--- src/rtl/reg_file_mp.sv ---
// Multi-read-port, single-write-port register file with hardwired zero entry,
// optional write-to-read bypass and a post-reset hardware clear sweep.
module reg_file_mp #(
  parameter int XLEN     = 32,
  parameter int DEPTH    = 32,
  parameter int AW       = $clog2(DEPTH),
  parameter int NUM_RD   = 2,
  parameter bit ZERO_REG = 1'b1,
  parameter bit BYPASS   = 1'b1
) (
  input  logic                   clk,
  input  logic                   rst,
  input  logic                   clr_req,
  input  logic                   wr_en,
  input  logic [AW-1:0]          wr_addr,
  input  logic [XLEN-1:0]        wr_data,
  input  logic [NUM_RD*AW-1:0]   rd_addr,
  output logic [NUM_RD*XLEN-1:0] rd_data,
  output logic                   init_done,
  output logic                   busy
);

  typedef enum logic {
    CLEAR = 1'b0,
    READY = 1'b1
  } state_t;

  localparam int unsigned   DEPTH_U  = DEPTH;
  localparam logic [AW-1:0] LAST_IDX = AW'(DEPTH - 1);

  state_t          state_q, state_d;
  logic [AW-1:0]   clr_idx_q, clr_idx_d;
  logic [XLEN-1:0] mem [DEPTH];
  logic            mem_we;
  logic [AW-1:0]   mem_waddr;
  logic [XLEN-1:0] mem_wdata;
  logic            wr_ok;

  function automatic logic in_range(input logic [AW-1:0] a);
    return 32'(a) < DEPTH_U;
  endfunction

  // A write is live only in READY, not pre-empted by a clear request, in range
  // and not aimed at the hardwired zero entry; bypass uses the same qualifier.
  assign wr_ok = (state_q == READY) && wr_en && !clr_req && in_range(wr_addr) &&
                 !(ZERO_REG && (wr_addr == '0));

  always_ff @(posedge clk or posedge rst) begin
    if (rst) begin
      state_q   <= CLEAR;
      clr_idx_q <= '0;
      init_done <= 1'b0;
      busy      <= 1'b1;
    end else begin
      state_q   <= state_d;
      clr_idx_q <= clr_idx_d;
      init_done <= (state_d == READY);
      busy      <= (state_d != READY);
    end
  end

  always_comb begin
    state_d   = state_q;
    clr_idx_d = clr_idx_q;
    mem_we    = 1'b0;
    mem_waddr = wr_addr;
    mem_wdata = wr_data;
    unique case (state_q)
      CLEAR: begin
        mem_we    = 1'b1;
        mem_waddr = clr_idx_q;
        mem_wdata = '0;
        if (clr_idx_q == LAST_IDX) begin
          state_d   = READY;
          clr_idx_d = '0;
        end else begin
          clr_idx_d = clr_idx_q + AW'(1);
        end
      end
      READY: begin
        if (clr_req) begin
          state_d   = CLEAR;
          clr_idx_d = '0;
        end else begin
          mem_we = wr_ok;
        end
      end
      default: begin
        state_d   = CLEAR;
        clr_idx_d = '0;
      end
    endcase
  end

  // Storage deliberately has no reset; the clear sweep initialises it.
  always_ff @(posedge clk) begin
    if (mem_we) mem[mem_waddr] <= mem_wdata;
  end

  always_comb begin
    rd_data = '0;
    for (int unsigned k = 0; k < NUM_RD; k++) begin
      if (init_done && !(ZERO_REG && (rd_addr[k*AW +: AW] == '0)) &&
          in_range(rd_addr[k*AW +: AW])) begin
        if (BYPASS && wr_ok && (wr_addr == rd_addr[k*AW +: AW]))
          rd_data[k*XLEN +: XLEN] = wr_data;
        else
          rd_data[k*XLEN +: XLEN] = mem[rd_addr[k*AW +: AW]];
      end
    end
  end

endmodule

--- config.mk ---
export PLATFORM = sky130hd
export DESIGN_NAME = reg_file_mp
export DESIGN_NICKNAME = d
export VERILOG_FILES = /design/src/rtl/reg_file_mp.sv
export SDC_FILE = /design/constraint.sdc
export NUM_CORES = 1
export LEC_CHECK = 0
export CAP_MARGIN = 10
export CORE_UTILIZATION = 30
export CTS_BUF_LIST = sky130_fd_sc_hd__clkbuf_16
export CTS_CLUSTER_SIZE = 16
export DETAILED_ROUTE_END_ITERATION = 8
export PLACE_DENSITY_LB_ADDON = 0.05
export SLEW_MARGIN = 30
export SYNTH_ARGS = -nofsm -noshare
export SYNTH_HDL_FRONTEND = slang
export SYNTH_SLANG_ARGS = --single-unit
export TNS_END_PERCENT = 10
--- constraint.sdc ---
create_clock -name clk -period 3.5 [get_ports clk]
set_input_delay 0.875 -clock clk [delete_from_list [all_inputs] [get_ports clk]]
set_output_delay 0.875 -clock clk [all_outputs]
set_load 0.02 [all_outputs]
Word-level counts from Yosys, hierarchy flattened
Memory sizes are Yosys's and may differ from the RTL's.
Index checks and enable logic that the tools add are counted.

word-level totals
  register bits = 7
  memories = 1
  bits in writable memories = 1024
  ROM bits = 0
  input port bits = 51
  latch bits = 0

memory list
  name  depth  width  rd ports  clocked after memory_dff  write ports  line  RTL
  mem   32     32     2         0                         1            33    logic [XLEN-1:0] mem [DEPTH];

cells by class
  $add $sub $neg = 1
  bitwise operators = 2
  multiply operators = 0
  shift operators = 0
  equality and inequality tests = 4
  order comparisons = 0
  mux-type cells = 16
  reductions and logical operators = 14
  div/mod/pow operators = 0

operators with widths
  cell                 number
  $mux 32              5
  $logic_not 5->1      3
  $mux 5               3
  $eq 5x5->1           2
  $pmux 5 s2           1
  $logic_and 1x1->1    7
  $add 5x1->5 const B  1
  $eq 5x5->1 const B   1
  $mux 1               5
  $logic_not 1->1      4
  $pmux 1 s2           2
  $ne 2x2->1 const B   1
  $not 1->1            2

Logic depth before layout (Yosys ltp)
  word-level depth = 7
  gate-level depth with buffers = 9
  depth with buffers taken out = 6

Worst setup path after synthesis
Ideal clock, no wire load.

  path kind = input-to-output
  start point = in rd_addr[1]
  end point = out rd_data[21]
  path buffers = 3
  arrival = 2.561 ns
  path slack = 0.064 ns
  stages on the path = 7
  path through = buf_2 -> buf_2 -> clkbuf_1 -> mux4_2 -> a22oi_1 -> a21oi_2 -> a311o_1

on the way
  word-level cells in the longest chain between the ends = 4
  elaborated cells between the ends (all ways) = 8
  those cells by class = eq/ne: 1; mux: 2; reduce/logical: 4; memory: 1

RTL lines
  element                                                line  RTL
  start: declaration                                     17    input logic [NUM_RD*AW-1:0] rd_addr,
  branches (longest 3 deep; another with $mem_v2 32x32)  n/a
  $mux 32 *                                              103   if (init_done && !(ZERO_REG && (rd_addr[k*AW +: AW] == '0)) &&
  end: declaration                                       18    output logic [NUM_RD*XLEN-1:0] rd_data,

Every way passes the cells marked *.

Worst setup path after layout
  start point = in rd_addr[0]
  end point = out rd_data[24]

The elaborated chain is that of the path after synthesis.

==> metrics.yaml <==
slowest_stage: "a311o_1"
worstMarginPinSlew_ns: 0.6921
ys_seq_area_share_pct: 63.24
cts_root_buffer: "clkbuf_16"
die_h_um: 405.7
routedWlPerCell_um: 36.44
drt-total-wl_um: 204500
grt_max_degree: 35
failed_checks: "negative setup slack"
switching_share_pct: 31.47
htreeDepth: 4
die-area_sq_mm: 0.1646
hold_viol: 0
status: "finished with violations"
layout_common_cells: "edfxtp_1 (1024), buf_4 (464), mux4_2 (384)"
initial_utilization_pct: 30.35
maxSlewHeadroom_pct: 53.86
drt-initial-drc-count: 3249
comb_power_share_pct: 25.9
rsz0062_at_grt: "yes"
synth_fp_nets: 2693
n_fill_cell: 14670
drt-vias-per-instance: 5.660
cts_tree: "built"
required_ns: 2.62
critPathBufInv: 7
finalCritPeriodShare_pct: 111.5
synthTopCellsByArea: "edfxtp_1 (63%), mux4_2 (18%), mux2i_1 (5.3%)"
synth_top_cell_area_share_pct: 62.88
final-setup-viol-count: 64
synth_fa_ha_area_share_pct: 0.05117
placed_cell_area_sq_mm: 0.05863
min_path_type: "reg -> reg"
synth-async-reset-ratio_pct: 0.6790
synth_xor_area_share_pct: 0.1791
layout.nets: 3401
dr_wl_met2_um: 97130
grt_usage_pct: 25.04
cts.path.max_buffers: 3
drv_cap: 0
vias: 31770
synth-edff-count: 1024
finish.utilization_pct: 40.15
chipWidth_um: 405.7
portBuffers: 116
coreArea_sq_mm: 0.1611
synth_top_family_by_area: "multiplexers"
yosysWarnings: 0
fin_ws_ns: -0.4012
ys_ff_latch: 1031
finalClockSkew_ns: 0.02069
synth-compound-area-share_pct: 9.731
seqPwrFrac_pct: 42.0
drv_slew: 0
final_area_sq_mm: 0.06469
postCtsHoldBufs: 0
worstPathArrival_ns: 3.03
dp_hpwl_um: 136300
highest_layer: "met5"
gp_congestion: 0.8352
cpPeakStageDelay_ns: 0.36
cp-start-kind: "input port"
fin_crit_ns: 3.901
netSwitchingPower_uw: 12380
synth.area.mux_share_pct: 22.99
met3_length_um: 14920
io_pins: 117
num_rows: 147
first_global_vias: 33760
ant_nets: 0
cellLeakagePower_uw: 0.02222
area_growth_pct: 32.30
grt_pass1_wl_um: 280400
crit_family: "buffers and inverters"
cts_buffers: 130
syn_area_sq_mm: 0.04890
clk_pin_slew_ns: 0.06
final_common_cell: "edfxtp_1"
diodes: 0
dr.pass1.iters: 6
drc: 0
cp_cell_sequence: "buf_16 -> buf_16 -> xnor2_4 -> nand3_2 -> buf_6 -> o311ai_4 -> buf_12 -> buf_12 -> buf_16 -> a21oi_2 -> a311o_1 -> buf_6"
path_class: "in -> out"
gr-total-overflow: 0
fmax_ghz: 0.2563
internal-power_uw: 26970
ir_drop_v: 0.0004561
synthCells: 2640
crit_fanout: 8
antenna_found_initial: 4
ys.flop_type: "edfxtp_1"
end_kind: "output pin"
drive_gt1_share_pct: 46.15
postSynthAreaPerCell_sq_um: 18.52
p_per_area_mw_per_mm2: 608.3
cts_sinks: 1031
crit_top_cell: "buf_16"
synth_cell_type_count: 44
clkLatencyLatePin_ns: 0.78
clock_power_share_pct: 32.0
synthSimpleGateAreaFrac_pct: 1.195
wl_met1_um: 87450
yosysTopAreaCell: "edfxtp_1"
worst reg2reg max path: cells and delay by family (launching register included):
kind	cells	cell delay, ns
mux	1	0.41
buf+inv	3	1.11
simple gates	2	0.64
flops	1	0.37
state kept, by name, summed over array words and instances (netlist names):
register / count
mem: 1024
state_q: 1
busy: 1
clr_idx_q: 5
routing by layer:
layer / GRT usage, % / vias to the layer above
met2: 40.24 / 1266
li1: - / 12960
met4: 6.322 / 2
met5: 0 / -
met3: 5.735 / 252
met1: 34.09 / 17280
final timing paths:
path	startpoint	end	slack, ns	cells past startpoint
setup / recovery	rd_addr[0]	rd_data[24]	-0.40	12
hold / removal	clr_idx_q[3]	clr_idx_q[3]	0.55	1
setup reg to reg	state_q	mem[3][12]	0.65	6
hold reg to reg	clr_idx_q[3]	clr_idx_q[3]	0.55	1
max in group asynchronous	rst	busy	2.34	2
min in group asynchronous	rst	clr_idx_q[3]	0.86	2
cell families (layout without fill, tap and decap cells):
family	after synthesis	in the layout
compound gates	597	597
xor+xnor	10	10
fa+ha+maj	2	2
buf+inv	239	1051
flops	1031	1031
mux	643	643
simple gates	118	118
metrics by stage:
stage | setup TNS [ns] | hold WS, ns | instances | total power, uW | setup WS [ns]
after floorplan | 0 | 0.4818 | 2640 | 20780 | 0.06402
after global placement | -66.39 | 0.5327 | 5296 | 26300 | -1.225
after detailed placement | -66.69 | 0.5417 | 5296 | 26450 | -1.220
after CTS | -20.95 | 0.4978 | 5608 | 39590 | -0.4007
after global routing | -22.72 | 0.5298 | 5612 | 40630 | -0.4495
final | -19.53 | 0.5452 | 5612 | 39360 | -0.4012
final cells by class:
| type | instances | area [sq um] | area share, % |
|---|---|---|---|
| clock buffers | 132 | 3303 | 5.106 |
| repair buffers | 806 | 9189 | 14.20 |
| well taps | 2160 | 2703 | 4.178 |
| multi-input cells | 1370 | 17860 | 27.60 |
| inverters | 9 | 33.78 | 0.05222 |
| clock inverters | 104 | 680.7 | 1.052 |
| flip-flops and latches | 1031 | 30930 | 47.81 |
power groups by stage:
stage	registers, uW	clock network (uW)	logic [uW]
final	16500	12600	10200
after global routing	16700	13300	10600
after CTS	16500	12900	10200
after detailed placement	16800	0	9660
after global placement	16700	0	9620
after floorplan	16700	0	4100
Yosys cell counts (all sizes together), types with 2 or more instances:
cell type / n
edfxtp: 1024
mux4: 384
mux2i: 257
a22oi: 192
buf: 138
a21oi: 130
a221oi: 128
clkbuf: 92
a311o: 64
o21bai: 64
nor2: 47
and2: 34
nand2: 17
xnor2: 10
inv: 9
dfrtp: 6
o21ai: 6
nor2b: 5
nand3: 3
nor3: 3
nor3b: 3
o31ai: 3
a41oi: 2
ha: 2
mux2: 2
nor4: 2
o311ai: 2
what timing repair did:
item	in CTS	in global routing
gates resized for setup	489	84
gates cloned	15	1
setup endpoints to repair	64	64
setup buffers	66	5
pin swaps	43	18
(Power assumes the default switching activity.)
